<file path="src/rtl/fetch_pc_unit.sv">
// Instruction-fetch stage: holds the PC, drives the instruction-memory address,
// selects the next PC from the decoder's jr/jp/br, detects jump-to-self halts and counts retired instructions.
//
// state   | meaning
// BUBBLE  | first cycle after reset, covers synchronous ROM latency; no valid instruction
// RUN     | instruction at imem_addr is valid and the PC advances unless stalled
// HALT    | jump-to-self seen; processor frozen until reset
module fetch_pc_unit #(
    parameter int          PC_W     = 12,
    parameter logic [31:0] RESET_PC = 32'd0
) (
    input  logic            clock,
    input  logic            reset,
    input  logic            stall,
    input  logic            br,
    input  logic            jp,
    input  logic            jr,
    input  logic [31:0]     imm,
    input  logic [26:0]     target,
    input  logic [31:0]     rd_val,
    output logic [PC_W-1:0] imem_addr,
    output logic [31:0]     pc_out,
    output logic [31:0]     pc_plus1,
    output logic            insn_valid,
    output logic            halted,
    output logic [31:0]     retired
);

    typedef enum logic [1:0] {
        S_BUBBLE = 2'd0,
        S_RUN    = 2'd1,
        S_HALT   = 2'd2
    } state_t;

    state_t      state_q, state_d;
    logic [31:0] pc_q, pc_d;
    logic [31:0] retired_q, retired_d;
    logic [31:0] next_pc;
    logic        redirect;

    assign pc_plus1  = pc_q + 32'd1;
    assign pc_out    = pc_q;
    assign imem_addr = pc_q[PC_W-1:0];
    assign retired   = retired_q;
    assign redirect  = jr | jp | br;

    // jr beats jp beats br; the sequential +1 path can never equal pc_q
    always_comb begin
        next_pc = pc_plus1;
        if (jr) begin
            next_pc = rd_val;
        end else if (jp) begin
            next_pc = {5'b0, target};
        end else if (br) begin
            next_pc = pc_plus1 + imm;
        end
    end

    always_comb begin
        state_d    = state_q;
        pc_d       = pc_q;
        retired_d  = retired_q;
        insn_valid = 1'b0;
        halted     = 1'b0;
        case (state_q)
            S_BUBBLE: begin
                state_d = S_RUN;
            end
            S_RUN: begin
                insn_valid = 1'b1;
                if (!stall) begin
                    pc_d = next_pc;
                    if (retired_q != 32'hFFFF_FFFF) begin
                        retired_d = retired_q + 32'd1;
                    end
                    if (redirect && (next_pc == pc_q)) begin
                        state_d = S_HALT;
                    end
                end
            end
            S_HALT: begin
                halted = 1'b1;
            end
            default: begin
                state_d = S_BUBBLE;
            end
        endcase
    end

    always_ff @(posedge clock) begin
        if (reset) begin
            state_q   <= S_BUBBLE;
            pc_q      <= RESET_PC;
            retired_q <= 32'd0;
        end else begin
            state_q   <= state_d;
            pc_q      <= pc_d;
            retired_q <= retired_d;
        end
    end

endmodule
</file>
<file path="config.mk">
export PLATFORM = sky130hd
export DESIGN_NAME = fetch_pc_unit
export DESIGN_NICKNAME = d
export VERILOG_FILES = /design/src/rtl/fetch_pc_unit.sv
export SDC_FILE = /design/constraint.sdc
export NUM_CORES = 1
export LEC_CHECK = 0
export ABC_AREA = 1
export CORE_ASPECT_RATIO = 1.75
export CORE_MARGIN = 1.5
export CORE_UTILIZATION = 45
export CTS_CLUSTER_SIZE = 16
export DETAILED_ROUTE_END_ITERATION = 12
export PLACE_DENSITY = 0.75
export SLEW_MARGIN = 10
export SYNTH_ARGS = -nofsm -noshare
export SYNTH_HDL_FRONTEND = slang
export SYNTH_SLANG_ARGS = --single-unit
</file>
<file path="constraint.sdc">
create_clock -name clock -period 6.2 [get_ports clock]
set_input_delay 1.24 -clock clock [delete_from_list [all_inputs] [get_ports clock]]
set_output_delay 1.24 -clock clock [all_outputs]
set_load 0.01 [all_outputs]
</file>
After elaboration in Yosys (flattened, before gate mapping):

Cells that the tools add are included.

* logic and storage cells: 29
* register bits: 66
* output and inout bits: 110
* input bits: 97

* bitwise gates (word level): 4
* reduce and logical (&&, ||, !) cells: 5
* equality and inequality tests: 6
* $add $sub $neg: 3
* muxes and demuxes: 8

Operators with widths (number)
* two-way mux 32 bit: 3
* adder 32 x 1 -> 32 bit, second input constant: 2
* adder 32 bit: 1
* equality test 32 bit: 1
* inequality test 32 bit, second input constant: 1
* case mux 2 bit (3 select lines): 1
* AND reduction 3 bit: 2
* two-way mux 2 bit: 2
* inequality test 2 bit, second input constant: 2
* equality test 2 x 1 -> 1 bit, second input constant: 1
* equality test 2 bit, second input constant: 1
* zero test 2 bit: 1
* two-way mux 1 bit: 2
* NOT 1 bit: 2
* OR 1 bit: 2
* AND reduction 2 bit: 1
* logical AND 1 bit: 1

Logic depth before layout (Yosys ltp):

Gate-level depths: netlist of the first run.

* depth after elaboration: 10
* mapped depth: 31
* depth with buffers taken out: 30

Worst setup path after synthesis of the first run:

No wires, ideal clock.

* path kind: reg-to-reg
* start point: register pc_q[0] (netlist: pc_out[0])
* end point: register state_q[0]
* arrival: 3.363 ns
* path slack: 2.724 ns
* period minus slack after synthesis: 3.476 ns
* library setup time: 0.113 ns
* cell stages (with the launch flop): 30
* data required time: 6.087 ns
* path buffers: 0
* cells stage by stage: dfxtp_1 > ha_1 > nand2_2 > nor2_2 > nand3_1 > nor2_1 > nand2_1 > xor2_1 > inv_1 > ha_1 > nand2_1 > inv_1 > nand2_1 > nand2_1 > a21oi_1 > nor2_1 > nor2_1 > nand2_1 > nand2_1 > nand3_1 > nand2_1 > nand2_1 > nand2_1 > nand3_1 > nor2_1 > nand2_1 > nor2_2 > nand3_1 > o21ai_1 > inv_1

* cells in the longest elaborated chain, start to end: 9

RTL lines
* start: declaration: line 36 `logic [31:0] pc_q, pc_d;`
* start signal: assignment: line 97 `pc_q <= pc_d;`
* adder 32 x 1 -> 32 bit (*): line 41 `assign pc_plus1 = pc_q + 32'd1;`
* net pc_plus1[16]: line 23 `output logic [31:0] pc_plus1,`
* adder 32 bit: line 55 `next_pc = pc_plus1 + imm;`
* two-way mux 32 bit (*): line 54 `end else if (br) begin`
* two-way mux 32 bit (*): line 52 `end else if (jp) begin`
* two-way mux 32 bit (*): line 50 `if (jr) begin`
* equality test 32 bit (*): line 76 `if (redirect && (next_pc == pc_q)) begin`
* logical AND 1 bit (*): line 76
* inequality test 2 bit (no line) (*)
* AND reduction 3 bit (no line) (*)
* end signal: assignment: line 96 `state_q <= state_d;`
* end: declaration: line 35 `state_t state_q, state_d;`

The timed path passes the listed nets; every way through them passes the cells marked *.
A chain may end at the register's enable or synchronous reset.

Worst setup path in the final report of the first run:

* start point: register pc_q[1] (netlist: pc_out[1])
* end point: register state_q[0]

* cells in the longest elaborated chain, start to end: 9

RTL lines (line)
* adder 32 x 1 -> 32 bit: 41
* adder 32 bit: 55
* two-way mux 32 bit: 54
* two-way mux 32 bit: 52
* two-way mux 32 bit: 50
* equality test 32 bit (*): 76
* logical AND 1 bit (*): 76
* inequality test 2 bit (no line) (*)
* AND reduction 3 bit (no line) (*)

Mark *: on every way between the ends. The rest lies on a longest branch, timed or not.

==> metrics.md, run 1 <==
| Metric | Value |
|---|---|
| Status | `finished, final reports clean` |
| Final Cycle Share | `0.715` |
| Register area | `0.00132 mm^2` |
| Global route overflow | `0` |
| CTS tree | `done` |
| Final Slew Violations | `0` |
| Final Net Count | `between 1,500 and 2,000` |
| Post-synth ARST share | `0` |
| Actual slew at the worst max-slew pin | `between 0.8 and 0.9 ns` |
| Fin Setup TNS | `0 ns` |
| DPL Wire Length | `29,400 um` |
| Port Buffers | `around 200` |
| Logic pwr share | `0.366` |
| Sequential Power Share | `0.278` |
| Switching Fraction | `0.364` |
| Post-Route WL | `around 35,000 um` |
| Post-synth top cells | `nand2_1 (530), inv_1 (263), nor2_1 (176)` |
| Number of top-level pins | `approximately 210` |
| Worst Path Arrival | `roughly 4.7 ns` |
| Yosys reg bits | `66` |
| WL met2 | `between 15,000 and 20,000 um` |
| CP Launch Type | `flip-flop` |
| Setup Skew | `roughly 0.0066 ns` |
| Main synth FF type | `dfxtp_1` |
| Leak | `5.23 nW` |
| Area leader, netlist | `nand2_1` |
| Largest net degree at the start of global routing | `55` |
| Core area | `approximately 0.017 mm^2` |
| Fraction of layout cells with a size suffix above 1 | `0.0256` |
| CTS max path bufs | `2` |
| Area growth from synthesis to layout | `31.7%` |
| Worst Path Max Fanout | `8` |
| Die H | `179 um` |
| Total number of vias | `approximately 10,000` |
| Routed met1 length | `about 12,000 um` |
| Worst slew margin relative to its limit | `0.448` |
| CTS sink cnt | `between 60 and 70` |
| Clock power frac | `0.356` |
| Yosys top cell area share | `0.249` |
| Hold_buf cts | `0` |
| Crit end category | `flip-flop` |
| Die ar. | `between 0.015 and 0.02 mm^2` |
| EDFF count, synth | `0` |
| Row count | `64` |
| Met3 WL post-DR | `~1500 um` |
| Cell Int Power | `0.00109 W` |
| Final cell count without fillers | `roughly 2,000` |
| Routed Antenna Nets | `0` |
| Fmax | `about 0.23 GHz` |
| # resized after CTS | `0` |
| Clock Latency Late Sink | `~0.34 ns` |
| Top cells by area, synth | `nand2_1 (25%), dfxtp_1 (17%), inv_1 (12%)` |
| Setup CP Type | `reg -> reg` |
| RD Place Congestion | `1.05` |
| Placed Cells | `approximately 1,900` |
| Tmin final | `4.43 ns` |
| Starting Density | `0.457` |
| First-pass GRT wire length | `~53,000 um` |
| Top sig layer | `met4` |
| Routed WL per cell | `18.0 um` |
| Setup-failing EPs final | `0` |
| Max-cap violations | `0` |
| Peak supply drop | `between 0.2 and 0.25 mV` |
| Root Buffer | `clkbuf_16` |
| Multi-input combinational cell area | `roughly 0.0054 mm^2` |
| Hold Vio Cnt, Final | `0` |
| FILL cells | `roughly 1,900` |
| First-pass iteration count of the detailed router | `5` |
| Net Switching | `just over 0.0006 W` |
| Synthesized net count | `approximately 1,700` |
| Residual DRC | `0` |
| Worst path required time | `around 6.4 ns` |
| Ys Warns | `0` |
| Worst hold path class | `reg -> reg` |
| Initial antenna violation count | `1` |
| Synth unique cells | `39` |
| Clock-pin slew on the worst setup and hold paths | `0.06 ns` |
| CTS buffer count | `9` |
| Die Wd | `around 100 um` |
| Unrepaired setup endpoints after global routing | `no` |
| Mapped Avg Cell Area | `between 5 and 6 um^2` |
| Pwr Density | `between 150 and 200 mW/mm^2` |
| Final core occ | `0.602` |
| GRT Resource Usage Total | `0.374` |
| Mapped cell area | `around 0.0080 mm^2` |
| Iteration-0 DRC Markers | `roughly 730` |
| Vias per cell | `5.31` |
| H-tree level count | `3` |
| Share of the yosys chip area belonging to registers | `0.165` |
| Most common cell in the netlist | `nand2_1` |
| Post-CTS Setup Repair Bufs | `0` |
| Via count of the first global-routing pass | `between 10,000 and 15,000` |
| Cell count after synthesis | `1,534` |
per-stage QoR:
step / power (W) / cell area, um^2 / setup slack (ns) / hold WS [ns]
2_1_floorplan: 0.000832 / 7980 / 2.72 / 0.459
3_3_place_gp: 0.00110 / 10200 / 1.80 / 0.476
3_5_place_dp: 0.00110 / 10200 / 1.76 / 0.483
4_1_cts: 0.00170 / 10500 / 1.86 / 0.498
5_1_grt: 0.00179 / 10500 / 1.28 / 0.528
6_report: 0.00171 / 10500 / 1.77 / 0.496
critical path, stage by stage, from the launching register on:
cell and delay, ns:
dfxtp_1 0.48, ha_1 0.33, nand2_2 0.10, nor2_2 0.16, nand3_1 0.12, nor2_1 0.25
nand2_1 0.11, xor2_1 0.22, inv_1 0.11, ha_1 0.37, nand2_1 0.14, nor4_1 0.64
nand2_1 0.15, nand3_1 0.10, nand3_1 0.12, nand2_1 0.11, nand2_1 0.07, nand2_1 0.08
nand2_1 0.05, nand2_1 0.07, nand4_1 0.09, nor2_1 0.16, nand3_1 0.11, o21ai_1 0.12
inv_1 0.05
state kept, by name, indices dropped and copies added (netlist names):
name,cells
state_q,2
pc_out,32
retired,32
power by group through the flow:
stage / Combinational, W / Clock (W) / Sequential [W]
final: 0.000627 / 0.000608 / 0.000475
after global routing: 0.000690 / 0.000627 / 0.000477
after CTS: 0.000619 / 0.000610 / 0.000474
after detailed placement: 0.000616 / 0 / 0.000483
after global placement: 0.000613 / 0 / 0.000484
after floorplan: 0.000355 / 0 / 0.000477
cells by family after synthesis:
family          after synthesis  share of synthesized area
compound gates              152                      0.100
xor+xnor                     19                     0.0208
fa+ha+maj                    40                     0.0636
buf+inv                     310                      0.152
flops                        66                      0.165
simple gates                947                      0.497
worst paths after layout:
kind	startpoint	to	slack (ns)	depth (start not counted)
setup / recovery	pc_out[1]	state_q[0]	1.77	24
setup reg to reg	pc_out[1]	state_q[0]	1.77	24
hold / removal	retired[8]	retired[8]	0.50	1
hold reg to reg	retired[8]	retired[8]	0.50	1
cell usage in the layout, fill, tap and decap left out, drive strengths merged, types with 2 or more instances in the layout:
| cell type | n |
|---|---|
| a21oi | 75 |
| a22o | 2 |
| a31oi | 2 |
| and2 | 5 |
| and3 | 3 |
| buf | 8 |
| bufinv | 3 |
| clkbuf | 10 |
| clkdlybuf4s50 | 205 |
| clkinv | 5 |
| dfxtp | 66 |
| ha | 39 |
| inv | 265 |
| nand2 | 534 |
| nand3 | 151 |
| nand3b | 9 |
| nand4 | 22 |
| nor2 | 185 |
| nor3 | 25 |
| nor3b | 2 |
| nor4 | 8 |
| o211ai | 3 |
| o21a | 2 |
| o21ai | 60 |
| o21bai | 4 |
| o22ai | 2 |
| or2 | 3 |
| xnor2 | 2 |
| xor2 | 17 |
area by class of cell:
cell class	instances	share of cell area
Clock inverter	6	0.0109
Antenna cell	1	0.000238
Sequential cell	66	0.126
Tap cell	231	0.0275
Clock buffer	10	0.0218
Multi-Input combinational cell	1158	0.518
Inverter	268	0.0956
Timing Repair Buffer	213	0.201
layer usage:
metal / up-vias / GRT usage
met4: 0 / 0.333
met2: 395 / 0.719
met5: - / 0
li1: 5165 / -
met3: 155 / 0.0422
met1: 4662 / 0.348
(Power assumes the default switching activity.)
==> inputs of run 2 (changes only) <==
- clock period: 6.2 -> 4.24 ns (I/O delays scaled with it)
==> run 2 against run 1 <==
Count of clock-buffer cells in the layout is 1 lower. Fmax is 11% higher. Sequential cell count stayed put. Critical path type unchanged. Critical endpoint unchanged. Largest power group unchanged.
==> metrics.md, run 2 (synthesized netlist as in run 1, its figures left out) <==
| Metric | Value |
|---|---|
| Most frequent cells in the layout | `nand2_1 (529), inv_1 (263), clkdlybuf4s50_1 (205), nor2_1 (167), nand3_1 (149) (was nand2_1 (530), inv_1 (263), clkdlybuf4s50_1 (205), nor2_1 (176), nand3_1 (150))` |
| First-pass iteration count of the detailed router | `5 (unchanged)` |
| Clock-pin slew on the worst setup and hold paths | `0.06 ns (about the same)` |
| Tmin final | `3.98 ns (was 4.43 ns)` |
| Worst path required time | `4.48 ns (was 6.44 ns)` |
| CTS buffer count | `9 (unchanged)` |
| Final Net Count | `1,887 (was 1,853)` |
| Most common cell after layout, fill and taps aside | `nand2_1 (unchanged)` |
| Setup Skew | `0.00630 ns (was 0.00664 ns)` |
| Area growth from synthesis to layout | `35.8% (was 31.7%)` |
| Status | `finished, final reports clean (unchanged)` |
| Slowest cell on crit path | `dfxtp_2 (was nor4_1)` |
| Worst Path Max Fanout | `5 (was 8)` |
| FILL cells | `1,894 (was 1,864)` |
| GRT Resource Usage Total | `0.371 (was 0.374)` |
| Routed WL per cell | `17.6 um (was 18.0 um)` |
| Root Buffer | `clkbuf_16 (unchanged)` |
| Setup-failing EPs final | `0 (unchanged)` |
| CP Launch Type | `flip-flop (unchanged)` |
| Number of top-level pins | `207 (unchanged)` |
| Final Cycle Share | `0.938 (was 0.715)` |
| Cell Int Power | `0.00156 W (was 0.00109 W)` |
| Iteration-0 DRC Markers | `622 (was 732)` |
| Net Switching | `0.000913 W (was 0.000622 W)` |
| Clock power frac | `0.331 (was 0.356)` |
| Total number of vias | `10,500 (was 10,400)` |
| Die Wd | `104 um (unchanged)` |
| Vias per cell | `5.28 (was 5.31)` |
| CTS max path bufs | `2 (unchanged)` |
| Crit-path most repeated cell | `nand2_1 (unchanged)` |
| Residual DRC | `0 (unchanged)` |
| Worst slew margin relative to its limit | `0.466 (was 0.448)` |
| Logic pwr share | `0.394 (was 0.366)` |
| Delay of the slowest cell on the worst path | `0.41 ns (was 0.64 ns)` |
| Pwr Density | `228 mW/mm^2 (was 163 mW/mm^2)` |
| Crit end category | `flip-flop (unchanged)` |
| Post-Route WL | `35,000 um (was 35,200 um)` |
| Ant diodes | `0 (was 1)` |
| Final core occ | `0.621 (was 0.602)` |
| Starting Density | `0.457 (unchanged)` |
| Worst Path Arrival | `4.22 ns (was 4.67 ns)` |
| Row count | `64 (unchanged)` |
| Sequential Power Share | `0.275 (was 0.278)` |
| RD Place Congestion | `1.05 (about the same)` |
| DPL Wire Length | `29,300 um (was 29,400 um)` |
| Switching Fraction | `0.370 (was 0.364)` |
| Largest net degree at the start of global routing | `55 (unchanged)` |
| H-tree level count | `3 (unchanged)` |
| Worst hold path class | `reg -> reg (unchanged)` |
| First-pass GRT wire length | `52,900 um (about the same)` |
| Die H | `179 um (unchanged)` |
| Core area | `0.0175 mm^2 (unchanged)` |
| CTS sink cnt | `66 (unchanged)` |
| Via count of the first global-routing pass | `10,200 (was 10,100)` |
| Port Buffers | `206 (unchanged)` |
| Initial antenna violation count | `0 (was 1)` |
| Leak | `5.39 nW (was 5.23 nW)` |
| Max-cap violations | `0 (unchanged)` |
| Hold Vio Cnt, Final | `0 (unchanged)` |
| Routed Antenna Nets | `0 (unchanged)` |
| Clock Latency Late Sink | `0.34 ns (about the same)` |
| Final Slew Violations | `0 (unchanged)` |
| Setup CP Type | `reg -> reg (unchanged)` |
| Tot Pwr | `0.00247 W (was 0.00171 W)` |
| Fin Setup TNS | `0 ns (unchanged)` |
| Peak supply drop | `0.328 mV (was 0.205 mV)` |
| Fraction of layout cells with a size suffix above 1 | `0.0610 (was 0.0256)` |
| Die ar. | `0.0186 mm^2 (unchanged)` |
| Global route overflow | `0 (unchanged)` |
| Fmax | `0.251 GHz (was 0.226 GHz)` |
| CTS tree | `done (unchanged)` |
| Actual slew at the worst max-slew pin | `0.793 ns (was 0.822 ns)` |
run 2: worst max-delay path, delay by kind of cell, from the launching register on:
kind	cells	cell delay (ns)
compound gates	1	0.12
simple gates	22	2.72
buf+inv	3	0.22
flops	1	0.41
fa+ha+maj	1	0.38
run 2: power groups by stage:
stage	logic (W)	clock network, W	registers [W]
2_1_floorplan	0.000519	0	0.000698
5_1_grt	0.00107	0.000845	0.000683
3_5_place_dp	0.000943	0	0.000691
6_report	0.000973	0.000819	0.000679
3_3_place_gp	0.000940	0	0.000690
4_1_cts	0.000948	0.000825	0.000677
run 2: repair_timing:
| action | in CTS | in global routing |
|---|---|---|
| buffers inserted | 0 | 1 |
| hold buffers | 0 | 0 |
| setup endpoints to repair | 0 | 2 |
| gates resized for setup | 0 | 31 |
run 2: per-stage QoR:
stage / area (um^2) / hold WS, ns / setup WS [ns] / std cells
2_1_floorplan: 7980 / 0.459 / 0.764 / 1534
3_3_place_gp: 10400 / 0.474 / 0.106 / 1969
3_5_place_dp: 10400 / 0.482 / 0.0582 / 1969
4_1_cts: 10700 / 0.497 / 0.0586 / 1985
5_1_grt: 10800 / 0.524 / -0.0152 / 1986
6_report: 10800 / 0.493 / 0.264 / 1986
run 2: area by class of cell:
type	count	area, um^2	area share
repair buffers	247	2360	0.218
multi-input cells	1158	5530	0.510
well taps	231	289	0.0267
flip-flops and latches	66	1330	0.123
clock buffers	9	225	0.0208
inverters	268	1010	0.0928
clock inverters	7	93.8	0.00866
run 2: final timing paths:
check,endpoint,depth (start not counted),start,slack [ns]
worst min register to register,retired[8],1,retired[8],0.49
worst max-delay path,state_q[0],27,pc_out[17],0.26
worst max register to register,state_q[0],27,pc_out[17],0.26
worst min-delay path,retired[8],1,retired[8],0.49
run 2: layer usage:
| metal | global-route usage | wire length (um) | up-vias |
|---|---|---|---|
| met1 | 0.346 | 12200 | 4695 |
| met4 | 0.312 | 3210 | 0 |
| met3 | 0.0483 | 1660 | 148 |
| li1 | - | - | 5215 |
| met2 | 0.714 | 18000 | 428 |
| met5 | 0 | 0 | - |
